--- src/rtl/tick_prescaler.sv ---
// Free-running divider producing a one-cycle plant tick every TICK_DIV clocks.
module tick_prescaler #(
    parameter int TICK_DIV = 5_000_000
) (
    input  logic clk,
    input  logic reset,
    output logic tick
);

    localparam int CW = (TICK_DIV > 2) ? $clog2(TICK_DIV) : 1;

    logic [CW-1:0] cnt_q, cnt_d;

    // Terminal count decode and wrap
    always_comb begin
        tick  = (cnt_q == CW'(TICK_DIV - 1));
        cnt_d = tick ? '0 : cnt_q + 1'b1;
    end

    // Counter register
    always_ff @(posedge clk or posedge reset) begin
        if (reset) cnt_q <= '0;
        else       cnt_q <= cnt_d;
    end

endmodule

--- config.mk ---
export PLATFORM = sky130hd
export DESIGN_NAME = tick_prescaler
export DESIGN_NICKNAME = d
export VERILOG_FILES = /design/src/rtl/tick_prescaler.sv
export SDC_FILE = /design/constraint.sdc
export NUM_CORES = 1
export LEC_CHECK = 0
export BUFFER_PORTS_ARGS = -buffer_cell sky130_fd_sc_hd__buf_2
export CORE_MARGIN = 3
export CORE_UTILIZATION = 53
export DETAILED_ROUTE_END_ITERATION = 16
export GPL_ROUTABILITY_DRIVEN = 0
export PLACE_DENSITY_LB_ADDON = 0.12
export SLEW_MARGIN = 20
export SYNTH_ARGS = -nofsm -noshare
export SYNTH_HDL_FRONTEND = slang
export SYNTH_SLANG_ARGS = --single-unit
--- constraint.sdc ---
create_clock -name clk -period 2 [get_ports clk]
set_input_delay 0.4 -clock clk [delete_from_list [all_inputs] [get_ports clk]]
set_output_delay 0.4 -clock clk [all_outputs]
set_load 0.05 [all_outputs]
# After elaboration in Yosys (flattened, before gate mapping)
# Cells that the tools add are included.
[word_totals]
ff_bits = 23
output_inout_bits = 1
in_bits = 2
elab_cells = 4
[classes]
add_sub_neg = 1
eq_ne = 1
n_mux = 1
[ops]
columns = ["cell", "count"]
rows = [
  ["$add A23 B1 Y23 const B", 1],
  ["$eq A23 B23 Y1 const B", 1],
  ["$mux W23", 1],
]

# Depth between registers and ports, before layout
# Gate-level depths: netlist of the first run.
[logic_depth]
word_depth = 2
depth_mapped = 5
ltp_nobuf = 5

# Worst setup path after synthesis of the first run
# OpenSTA, ideal clock, no wires.
[synth_timing]
path_type = "register to output"
start = "reg cnt_q[13]"
end = "out tick"
n_path_buf = 1
required_time_ns = 1.600
t_arrival_ns = 1.853
stages_incl_launch_ff = 5
setup_slack_ns = -0.253
path_cell_list = "dfrtp_1 -> nor4b_1 -> nand3_1 -> nor4_1 -> clkbuf_1"
[synth_between]
elab_chain_len = 1
[synth_rtl]
columns = ["element", "line", "rtl"]
rows = [
  ["start: declaration", "12", "logic [CW-1:0] cnt_q, cnt_d;"],
  ["start signal: assignment", "23", "else cnt_q <= cnt_d;"],
  ["$eq A23 B23 Y1", "16", "tick = (cnt_q == CW'(TICK_DIV - 1));"],
  ["end: declaration", "7", "output logic tick"],
]
# No other way between the ends.

# Final worst setup path of the first run
[layout_timing]
start = "reg cnt_q[15]"
end = "out tick"
# Same word-level chain as after synthesis.

==> impl_metrics.tcl, run 1 <==
set metrics [dict create \
    status "complete, but fails checks" \
    violations "setup timing" \
    p_int_w 0.0005435 \
    ant_nets 0 \
    wl_per_cell_um 14.19 \
    regMostFlops "cnt_q" \
    synth_area_leader_cell "dfrtp_1" \
    hold-worst-slack_ns 0.09656 \
    ios 3 \
    yosys-top-cells-area "dfrtp_1 52%, xnor2_1 9.5%, nand3_1 4.5%, xor2_1 4.0%, nor2_1 3.4%" \
    layout-drive-gt1-share_pct 17.95 \
    fin_crit_ns 2.093 \
    grt_overflow 0 \
    htree_levels 1 \
    async_reset_ff_share_pct 100.0 \
    drt-pass1-iter-count 4 \
    grt_pass1_wl_um 3498 \
    tightest_slew_ns 0.4455 \
    cts_buffers 3 \
    synth-seq-area-share_pct 51.92 \
    rrSetupSlack_ns 0.11 \
    io_buffers 2 \
    tns_ns -0.09294 \
    hpwl_um 1450 \
    grtUsageTotal_pct 17.94 \
    finClkSkew_ns 0.01923 \
    p_sw_share_pct 21.55 \
    syn_to_final_growth_pct 13.09 \
    p_leak_nw 0.5558 \
    hold_viol_final 0 \
    clockRootBuffer "clkbuf_4" \
    rsz0062_at_grt "true" \
    num_rows 15 \
    finalSetupViolations 1 \
    hold_path_class "primary input to asynchronous set/reset pin" \
    routed_wl_um 2015 \
    cts_sinks 23 \
    cp_slowest_cell "dfrtp_1" \
    avgViaCountPerCell 5.761 \
    coreArea_sq_um 1839 \
    largestRegisters "cnt_q (23)" \
    syn_nets 111 \
    placed_area_sq_um 1181 \
    diodes 0 \
    grt_pass1_vias 762 \
    cts_tree "yes" \
    critPathMaxFanout 4 \
    maxSlewViolCount 0 \
    syn_area_sq_um 1109 \
    timing.fmax_mhz 477.8 \
    die_w_um 51.74 \
    largest_reg_flops 23 \
    path_class "flop to output port" \
    initial_utilization_pct 60.27 \
    layout_commonest_cell "dfrtp_1" \
    cts.clk_slew.worst_paths_ns 0.14 \
    crit_arrival_ns 1.69 \
    ys.flop_type "dfrtp_1" \
    synthesis.instances 108 \
    fill_cells 175 \
    powerDensity_nw_per_um2 552.6 \
    drt_drc_violations_left 0 \
    maxCapViolCount 0 \
    final_cell_mix "22 x dfrtp_1, 12 x xnor2_1, 10 x nand3_1, 10 x nor2_1, 8 x nand2_1" \
    synth_edf_count 0 \
    drt_iter0_drc 17 \
    final_nets 121 \
    synth.avg_cell_area_sq_um 10.26 \
    crit_path_start_kind "flop" \
    cp-end-kind "output port" \
    pwr-share-clk_pct 31.3 \
    die_y_um 51.74 \
    ys_ff_latch 23 \
    dieArea_sq_um 2677 \
    synth_top_area_share_pct 51.92 \
    worstSkewPairLatency_ns 0.32 \
    p_switching_w 0.0001493 \
    grt_max_degree 24 \
    seq_power_share_pct 67.1 \
    design_area_sq_um 1254 \
    crit_path_max_incr_delay_ns 0.45 \
    ys_warn_count 0 \
    crit_chain "nor4b_2 -> nand3_1 -> nor4_4 -> buf_6" \
    fin_ws_ns -0.09294 \
    fin_crit_sh_pct 104.6 \
    p_comb_share_pct 1.6 \
    via_count 818 \
    slew_headroom_pct 70.02 \
    ir_drop_mv 0.5068 \
    synth_cell_type_count 25 \
    cts_buffer_depth 2 \
    critPathRequiredTime_ns 1.60 \
    antenna_found_initial 0 \
]
==> timing repair <==
item,4_1_cts,5_1_grt
buffers inserted,0,1
gates cloned,0,0
hold buffers,0,0
resized for setup,5,2
endpoints found under the setup margin,1,2
==> metrics by stage <==
step / power, W / util [%] / std cells / worst slack, ns
2_1_floorplan: 0.0004808 / - / 108 / 0.05000
3_3_place_gp: 0.0004855 / 64.22 / 137 / 0.09613
3_5_place_dp: 0.0004857 / 64.22 / 137 / 0.09210
4_1_cts: 0.0007070 / 67.35 / 141 / -0.1236
5_1_grt: 0.0007238 / 68.16 / 142 / -0.1756
6_report: 0.0006928 / 68.16 / 142 / -0.09294
==> layer usage <==
layer | part of all wire, % | up-vias | global-route usage (%)
met4 | 1.0 | 0 | 6.550
met1 | 52 | 389 | 25.19
li1 | - | 402 | -
met3 | 4.3 | 4 | 5.158
met2 | 43 | 23 | 26.27
met5 | 0 | - | 0
==> synthesized netlist by cell type (all sizes together) (2+ instances only) <==
library cell	count
a21oi	3
and3	5
and4	2
clkbuf	3
dfrtp	23
inv	2
nand2	8
nand3	11
nand4	4
nor2	10
nor3	2
nor4	4
nor4b	2
o21ai	3
or3	2
or4	3
xnor2	12
xor2	5
==> power groups by stage <==
stage | registers [W] | logic (W) | clock network [W]
floorplan | 0.000474 | 0.00000693 | 0
global placement | 0.000474 | 0.0000116 | 0
detailed placement | 0.000474 | 0.0000119 | 0
CTS | 0.000465 | 0.0000120 | 0.000230
global route | 0.000465 | 0.0000130 | 0.000246
finish | 0.000465 | 0.0000112 | 0.000217
==> final cells by class <==
| type | instances | area, sq um | area share, % |
|---|---|---|---|
| clock buffer | 3 | 22.52 | 1.796 |
| clock inverter | 1 | 7.507 | 0.5988 |
| inverter | 2 | 7.507 | 0.5988 |
| multi-input combinational | 80 | 546.8 | 43.61 |
| sequential | 23 | 576.8 | 46.01 |
| tap | 25 | 31.28 | 2.495 |
| timing repair buffer | 8 | 61.31 | 4.890 |
==> path summary, 6_finish.rpt <==
path                                start         to  depth (start not counted)
worst max-delay path            cnt_q[15]       tick                          4
min in group clk                cnt_q[20]  cnt_q[20]                          1
max in group asynchronous           reset   cnt_q[4]                          3
worst min-delay path                reset  cnt_q[17]                          3
worst max register to register   cnt_q[0]  cnt_q[22]                          5
worst min register to register  cnt_q[20]  cnt_q[20]                          1
==> critical path, delay by kind of cell (launching register included) <==
| kind | cells | cell delay (ns) |
|---|---|---|
| simple gates | 3 | 0.71 |
| flops | 1 | 0.45 |
| buf+inv | 1 | 0.21 |
==> cell families (layout without fill, tap and decap cells) <==
| logic type | Yosys count | after routing | synth area share [%] |
|---|---|---|---|
| simple gates | 54 | 54 | 27.31 |
| mux | 1 | 1 | 1.016 |
| fa+ha+maj | 1 | 1 | 1.128 |
| flops | 23 | 23 | 51.92 |
| compound gates | 7 | 7 | 3.385 |
| xor+xnor | 17 | 17 | 13.43 |
| buf+inv | 5 | 14 | 1.806 |
(Power assumes the default switching activity.)
==> run 2, diff against run 1 <==
Settings changed: CORE_ASPECT_RATIO set to 0.8, PLACE_DENSITY set to 0.76, PLACE_DENSITY_LB_ADDON 0.12 to not set, SLEW_MARGIN 20 to 10.
==> impl_metrics.tcl, run 2 (same netlist as run 1, synthesis figures left out) <==
set metrics [dict create \
    status "complete, but fails checks" \
    violations "setup timing" \
    fin_crit_sh_pct 105.1 \
    cts_buffer_depth 2 \
    coreArea_sq_um 1927 \
    cts_tree "yes" \
    cts_buffers 3 \
    largest_reg_flops 23 \
    num_rows 14 \
    grt_overflow 0 \
    clockRootBuffer "clkbuf_4" \
    powerDensity_nw_per_um2 531.3 \
    diodes 0 \
    cts.clk_slew.worst_paths_ns 0.12 \
    largestRegisters "cnt_q (23)" \
    initial_utilization_pct 57.53 \
    rsz0062_at_grt "true" \
    p_int_w 0.0005448 \
    p_sw_share_pct 20.67 \
    hpwl_um 1423 \
    final_cell_mix "19 x dfrtp_1, 12 x xnor2_1, 10 x nor2_1, 9 x nand3_1" \
    grtUsageTotal_pct 17.56 \
    reg2reg_depth 4 \
    maxCapViolCount 0 \
    post-place-cells 135 \
    pwr-share-clk_pct 30.7 \
    hold_path_class "primary input to asynchronous set/reset pin" \
    fill_cells 153 \
    critPathRequiredTime_ns 1.60 \
    tns_ns -0.1011 \
    die_w_um 57.13 \
    grt_pass1_wl_um 3532 \
    dpl_worst_slack_ns 0.1251 \
    timing.fmax_mhz 476.0 \
    p_leak_nw 0.5679 \
    instances_no_fill 143 \
    antenna_found_initial 0 \
    syn_to_final_growth_pct 16.59 \
    drt_iter0_drc 19 \
    ant_nets 0 \
    worstSkewPairLatency_ns 0.31 \
    wl_per_cell_um 15.59 \
    dieArea_sq_um 2680 \
    finClkSkew_ns 0.003194 \
    p_comb_share_pct 1.6 \
    layout_commonest_cell "dfrtp_1" \
    ir_drop_mv 0.3815 \
    io_buffers 2 \
    crit_path_start_kind "flop" \
    fin_crit_ns 2.101 \
    drt_drc_violations_left 0 \
    hold_buffers 0 \
    via_count 837 \
    drt-pass1-iter-count 4 \
    p_switching_w 0.0001419 \
    fin_ws_ns -0.1011 \
    cts_sinks 23 \
    maxSlewViolCount 0 \
    grt_max_degree 24 \
    avgViaCountPerCell 5.853 \
    regMostFlops "cnt_q" \
    ios 3 \
    routed_wl_um 2230 \
    htree_levels 1 \
    layout-drive-gt1-share_pct 22.69 \
    path_class "flop to output port" \
    grt_pass1_vias 804 \
    hold_viol_final 0 \
    crit_arrival_ns 1.70 \
    slew_headroom_pct 67.71 \
    critPathMaxFanout 4 \
    finalSetupViolations 1 \
    seq_power_share_pct 67.7 \
    final_nets 123 \
    tightest_slew_ns 0.4799 \
    die_y_um 46.91 \
    cp-end-kind "output port" \
]
[run 2: cell type report]
type | instances | area (sq um) | area share, %
sequential | 23 | 580.6 | 44.92
multi-input combinational | 80 | 571.8 | 44.24
timing repair buffer | 10 | 76.32 | 5.905
tap | 24 | 30.03 | 2.323
clock buffer | 4 | 26.28 | 2.033
inverter | 2 | 7.507 | 0.5808
[run 2: power by group through the flow]
| stage | clock [W] | sequential (W) | combinational, W |
|---|---|---|---|
| final | 0.000211 | 0.000465 | 0.0000112 |
| after global routing | 0.000244 | 0.000465 | 0.0000132 |
| after CTS | 0.000226 | 0.000465 | 0.0000119 |
| after detailed placement | 0 | 0.000474 | 0.0000119 |
| after global placement | 0 | 0.000474 | 0.0000116 |
| after floorplan | 0 | 0.000474 | 0.00000693 |
[run 2: final timing paths]
kind	slack (ns)	endpoint	from
worst max register to register	0.13	cnt_q[19]	cnt_q[4]
max in group asynchronous	1.65	cnt_q[15]	reset
worst max-delay path	-0.10	tick	cnt_q[15]
worst min register to register	0.53	cnt_q[10]	cnt_q[10]
min in group clk	0.53	cnt_q[10]	cnt_q[10]
worst min-delay path	0.10	cnt_q[20]	reset
[run 2: worst max-delay path: stages, from the launching register on]
cell and delay, ns:
dfrtp_2 0.47, nor4b_4 0.31, nand3_2 0.14, nor4_4 0.28, buf_6 0.20
[run 2: layer usage]
layer	GRT usage (%)	up-vias	part of all wire, %
li1	-	404	-
met1	20.41	410	45
met2	30.52	18	50
met3	6.593	5	3.9
met4	6.481	0	1.2
met5	0	-	0
[run 2: repair_timing]
item	in CTS	in global routing
endpoints found under the setup margin	1	2
buffers inserted	0	4
endpoints found under the hold margin	0	0
gates resized for setup	3	11
pin swaps	0	2
[run 2: stage by stage]
stage / total power (W) / cell area [sq um] / hold WS, ns / utilization (%)
final: 0.0006868 / 1292 / 0.1024 / 67.08
after global routing: 0.0007221 / 1292 / 0.1180 / 67.08
after CTS: 0.0007026 / 1214 / 0.1012 / 62.99
after detailed placement: 0.0004857 / 1172 / 0.4555 / 60.84
after global placement: 0.0004854 / 1172 / 0.4481 / 60.84
after floorplan: 0.0004808 / 1112 / 0.4019 / -
